==> src/rtl/ahbl_to_apb3_bridge.sv <==
// AHB-Lite slave to APB3 master bridge on a single clock domain.
// Each AHB NONSEQ/SEQ beat becomes one APB3 SETUP/ACCESS transaction. AHB wait
// states are inserted until PREADY. PSLVERR, or an optional ACCESS-phase
// timeout, is returned as a two-cycle AHB ERROR response.
// All outputs are registered. They are decoded from next_state, so each
// output changes on the same edge as the state that defines it.
module ahbl_to_apb3_bridge #(
  parameter int APB_AWIDTH     = 32,
  parameter int TIMEOUT_CYCLES = 0
) (
  input  logic                  HCLK,
  input  logic                  HRESETN,
  input  logic                  HSEL,
  input  logic [31:0]           HADDR,
  input  logic [1:0]            HTRANS,
  input  logic                  HWRITE,
  input  logic [2:0]            HSIZE,
  input  logic [2:0]            HBURST,
  input  logic [31:0]           HWDATA,
  input  logic                  HREADYIN,
  output logic                  HREADYOUT,
  output logic [31:0]           HRDATA,
  output logic                  HRESP,
  output logic                  PSEL,
  output logic                  PENABLE,
  output logic                  PWRITE,
  output logic [APB_AWIDTH-1:0] PADDR,
  output logic [31:0]           PWDATA,
  input  logic                  PREADY,
  input  logic [31:0]           PRDATA,
  input  logic                  PSLVERR
);

  localparam int CNT_W = (TIMEOUT_CYCLES > 0) ? $clog2(TIMEOUT_CYCLES + 1) : 1;
  // Counter value seen in the last ACCESS cycle allowed before the abort.
  localparam logic [CNT_W-1:0] TO_LAST =
    CNT_W'((TIMEOUT_CYCLES > 0) ? TIMEOUT_CYCLES - 1 : 0);

  typedef enum logic [2:0] {
    S_IDLE, S_WDATA, S_SETUP, S_ACCESS, S_ERR1, S_ERR2
  } state_t;

  state_t           state, next_state;
  logic [CNT_W-1:0] to_cnt;
  logic             addr_valid, accept, timeout_hit;
  logic             hreadyout_d, hresp_d, psel_d, penable_d;
  logic             unused_inputs;

  // A valid address phase is sampled only while HREADYOUT is high (IDLE/ERR2).
  assign addr_valid  = HSEL & HREADYIN & HTRANS[1];
  assign accept      = addr_valid & ((state == S_IDLE) | (state == S_ERR2));
  assign timeout_hit = (TIMEOUT_CYCLES > 0) && !PREADY && (to_cnt == TO_LAST);

  // APB3 is word-only and each beat is independent, so size, burst and
  // SEQ-vs-NONSEQ carry no information for the bridge.
  assign unused_inputs = ^{HSIZE, HBURST, HTRANS[0], HADDR};

  // State register.
  always_ff @(posedge HCLK or negedge HRESETN) begin
    // NOTE: flops use non-blocking assignments so every register sees the pre-edge values.
    if (!HRESETN) state <= S_IDLE;
    else          state <= next_state;
  end

  // Next-state logic. PREADY takes priority over the timeout.
  always_comb begin
    // NOTE: the default assignment first keeps every path assigned, so no latch is inferred.
    next_state = state;
    case (state)
      S_IDLE, S_ERR2: next_state = accept ? (HWRITE ? S_WDATA : S_SETUP) : S_IDLE;
      S_WDATA:        next_state = S_SETUP;
      S_SETUP:        next_state = S_ACCESS;
      S_ACCESS: begin
        if (PREADY)           next_state = PSLVERR ? S_ERR1 : S_IDLE;
        else if (timeout_hit) next_state = S_ERR1;
      end
      S_ERR1:         next_state = S_ERR2;
      default:        next_state = S_IDLE;
    endcase
  end

  // Output decode of the state being entered.
  always_comb begin
    hreadyout_d = (next_state == S_IDLE)  || (next_state == S_ERR2);
    hresp_d     = (next_state == S_ERR1)  || (next_state == S_ERR2);
    psel_d      = (next_state == S_SETUP) || (next_state == S_ACCESS);
    penable_d   = (next_state == S_ACCESS);
  end

  // Registered handshake and APB control outputs.
  always_ff @(posedge HCLK or negedge HRESETN) begin
    if (!HRESETN) begin
      HREADYOUT <= 1'b1;
      HRESP     <= 1'b0;
      PSEL      <= 1'b0;
      PENABLE   <= 1'b0;
    end else begin
      HREADYOUT <= hreadyout_d;
      HRESP     <= hresp_d;
      PSEL      <= psel_d;
      PENABLE   <= penable_d;
    end
  end

  // Address/data capture, read-data return and the ACCESS timeout counter.
  always_ff @(posedge HCLK or negedge HRESETN) begin
    if (!HRESETN) begin
      PADDR  <= '0;
      PWRITE <= 1'b0;
      PWDATA <= '0;
      HRDATA <= '0;
      to_cnt <= '0;
    end else begin
      if (accept) begin
        PADDR  <= HADDR[APB_AWIDTH-1:0];
        PWRITE <= HWRITE;
      end
      if (state == S_WDATA) PWDATA <= HWDATA;
      if ((state == S_ACCESS) && PREADY && !PSLVERR && !PWRITE) HRDATA <= PRDATA;
      if (state == S_SETUP)                  to_cnt <= '0;
      else if ((state == S_ACCESS) && !PREADY) to_cnt <= to_cnt + 1'b1;
    end
  end

endmodule

==> config.mk <==
export PLATFORM = sky130hd
export DESIGN_NAME = ahbl_to_apb3_bridge
export DESIGN_NICKNAME = d
export VERILOG_FILES = /design/src/rtl/ahbl_to_apb3_bridge.sv
export SDC_FILE = /design/constraint.sdc
export NUM_CORES = 1
export LEC_CHECK = 0
export ABC_AREA = 1
export CAP_MARGIN = 10
export CORE_ASPECT_RATIO = 1.75
export CORE_MARGIN = 5
export CORE_UTILIZATION = 40
export DETAILED_ROUTE_END_ITERATION = 6
export PLACE_DENSITY = 0.89
export SLEW_MARGIN = 20
export SYNTH_ARGS = -nofsm -noshare
export SYNTH_HDL_FRONTEND = slang
export SYNTH_SLANG_ARGS = --single-unit
export TNS_END_PERCENT = 10
==> constraint.sdc <==
create_clock -name HCLK -period 1.6 [get_ports HCLK]
set_input_delay 0.32 -clock HCLK [delete_from_list [all_inputs] [get_ports HCLK]]
set_output_delay 0.32 -clock HCLK [all_outputs]
set_load 0.03 [all_outputs]
==> impl_metrics.tcl <==
set metrics [dict create \
    status "complete, no violations" \
    cts_buffer_depth 2 \
    timing.critical_path.required_ns 1.28 \
    finalNetCount 705 \
    ir_drop_v 0.00111 \
    netlist_instances 383 \
    synthToLayoutAreaGrowth_pct 60.8 \
    tightest_slew_ns 0.429 \
    drc 0 \
    cts-htree-levels 3 \
    syn_area_per_cell_um2 10.7 \
    crit_slowest_cell "dlygate4sd2_1" \
    leakage_uw 0.00351 \
    cpPeakStageDelay_ns 0.42 \
    ys_ff_latch 104 \
    fin_skew_ns 0.0101 \
    die_y_um 144 \
    vias 3506 \
    rsz0062_at_grt "no" \
    layout_commonest_cell "nand2_1" \
    finalInstanceArea_um2 6600 \
    grt_pass1_vias 3725 \
    synth_cell_types 17 \
    critPathBufInv 1 \
    crit_path_end_kind "output port" \
    crit_fanout 2 \
    wirelength_mm 12.2 \
    grt_usage 0.198 \
    finalMaxSlewViolations 0 \
    grt_overflow_total 0 \
    clkTransAtPathRegs_ns 0.07 \
    cap_violations 0 \
    postRouteAntennaNets 0 \
    cts-root-buf "clkbuf_16" \
    hpwl_mm 9.36 \
    n_fill_cell 833 \
    hold_path.class "flip-flop to flip-flop" \
    num_antenna_cells 0 \
    cts.sinks 104 \
    pin_count 212 \
    avgRoutedWirePerCell_um 16.9 \
    hold_ws_ns 0.465 \
    cp-start-kind "flip-flop" \
    grt_max_degree 36 \
    hold_viol_final 0 \
    fin_crit_sh 0.911 \
    drt-initial-drc-count 132 \
    final_cell_mix "nand2_1, dfrtp_1, clkdlybuf4s50_1" \
    synth_area_leader_cell "dfrtp_1" \
    crit_family "buffers and inverters" \
    crit_type "flip-flop to output port" \
    final-setup-viol-count 0 \
    path_cells "dlygate4sd2_1" \
    die_x_um 86.6 \
    drt-pass1-iter-count 4 \
    io_buffer_count 204 \
    yosys_warnings 0 \
    period_needed_ns 1.46 \
    relSlewSlack 0.714 \
    fmax_mhz 686 \
    synth_nets 494 \
    syn_area_um2 4100 \
    fp.coreArea_um2 10200 \
    fp-row-count 49 \
    start_util 0.403 \
    insertion_delay_ns 0.34 \
    vias_per_cell 4.83 \
    crit_arrival_ns 1.14 \
    ys_seq_area_frac 0.635 \
    gp_congestion 0.784 \
    layout-drive-gt1-share 0.122 \
    place_area_um2 6400 \
    netlist.area_leader.share 0.628 \
    die-area_um2 12500 \
    synthTopCellsByArea "dfrtp_1, nand2_1, mux2_4" \
    grt_pass1_wl_mm 18.9 \
    cts_tree "done" \
    power_density_nw_per_um2 2080 \
    numCtsBuffers 9 \
    antenna_found_initial 0 \
]
## what timing repair did
item | CTS | global route
setup endpoints to repair | 99 | 0
hold buffers | 1 | 0
endpoints found under the hold margin | 25 | 0
resized for setup | 99 | 0
buffers inserted | 0 | 0
## through the flow
| step | worst slack [ns] | util | std cells | total power (µW) | TNS (ns) |
|---|---|---|---|---|---|
| 2_1_floorplan | 0.279 | - | 383 | 8880 | 0 |
| 3_3_place_gp | -0.104 | 0.629 | 709 | 12200 | -3.18 |
| 3_5_place_dp | -0.134 | 0.629 | 709 | 12500 | -3.92 |
| 4_1_cts | 0.124 | 0.648 | 726 | 13900 | 0 |
| 5_1_grt | 0.0670 | 0.648 | 726 | 14500 | 0 |
| 6_report | 0.142 | 0.648 | 726 | 13700 | 0 |
## Yosys cell counts (all sizes together)
master	count
buf	11
nor3	1
inv	9
o21ai	2
dfrtp	103
a21boi	1
mux2	32
clkbuf	7
dfstp	1
nand2	175
nand3	35
nor2	6
## power breakdown
part | internal [µW] | switching (µW) | leakage (µW)
Clock | 1260 | 954 | 0.000145
Combinational | 2510 | 4420 | 0.00208
Sequential | 3890 | 686 | 0.00129
## cells by family (layout without fill, tap and decap cells)
family	after synthesis	in the layout	synth area share
AOI/OAI and AO/OA	3	3	0.00427
buffers and inverters	27	243	0.0326
DFF	104	104	0.635
muxes	32	32	0.115
and+or+nand+nor	217	217	0.213
## metal layers
layer  routed length (µm)  share of wire  vias to the layer above  track usage
met5                    0              0                        -            0
met4                  597          0.049                        0        0.104
met3                  942          0.077                       38       0.0542
met2                 6390           0.52                      164        0.349
met1                 4320           0.35                     1669        0.212
li1                     -              -                     1635            -
## layout make-up
class                           count  area, µm²  share of cell area
Sequential cell                   104       2600               0.395
Timing Repair Buffer              218       2120               0.321
Multi-Input combinational cell    252       1370               0.208
Clock buffer                       10        239              0.0362
Tap cell                          127        159              0.0241
Clock inverter                      6       67.6              0.0102
Inverter                            9       33.8             0.00512
## sequential cells by signal (all words and copies together) (netlist names)
signal and cells:
HRESP 1, PWRITE 1, HREADYOUT 1, PSEL 1
PWDATA 32, PADDR 32, HRDATA 32, PENABLE 1
state 3
## final timing paths
kind,from,cells past startpoint,end,slack [ns]
hold / removal,PWDATA[11]$_DFFE_PN0P_,2,PWDATA[11]$_DFFE_PN0P_,0.47
setup reg to reg,state[2]$_DFF_PN0_,5,PWDATA[5]$_DFFE_PN0P_,0.19
hold reg to reg,PWDATA[11]$_DFFE_PN0P_,2,PWDATA[11]$_DFFE_PN0P_,0.47
min in group asynchronous,HRESETN,2,HRDATA[9]$_DFFE_PN0P_,0.48
setup / recovery,HRDATA[4]$_DFFE_PN0P_,1,HRDATA[4],0.14
max in group asynchronous,HRESETN,3,PWDATA[21]$_DFFE_PN0P_,0.57
No activity file was read; power rests on OpenSTA's default activity.
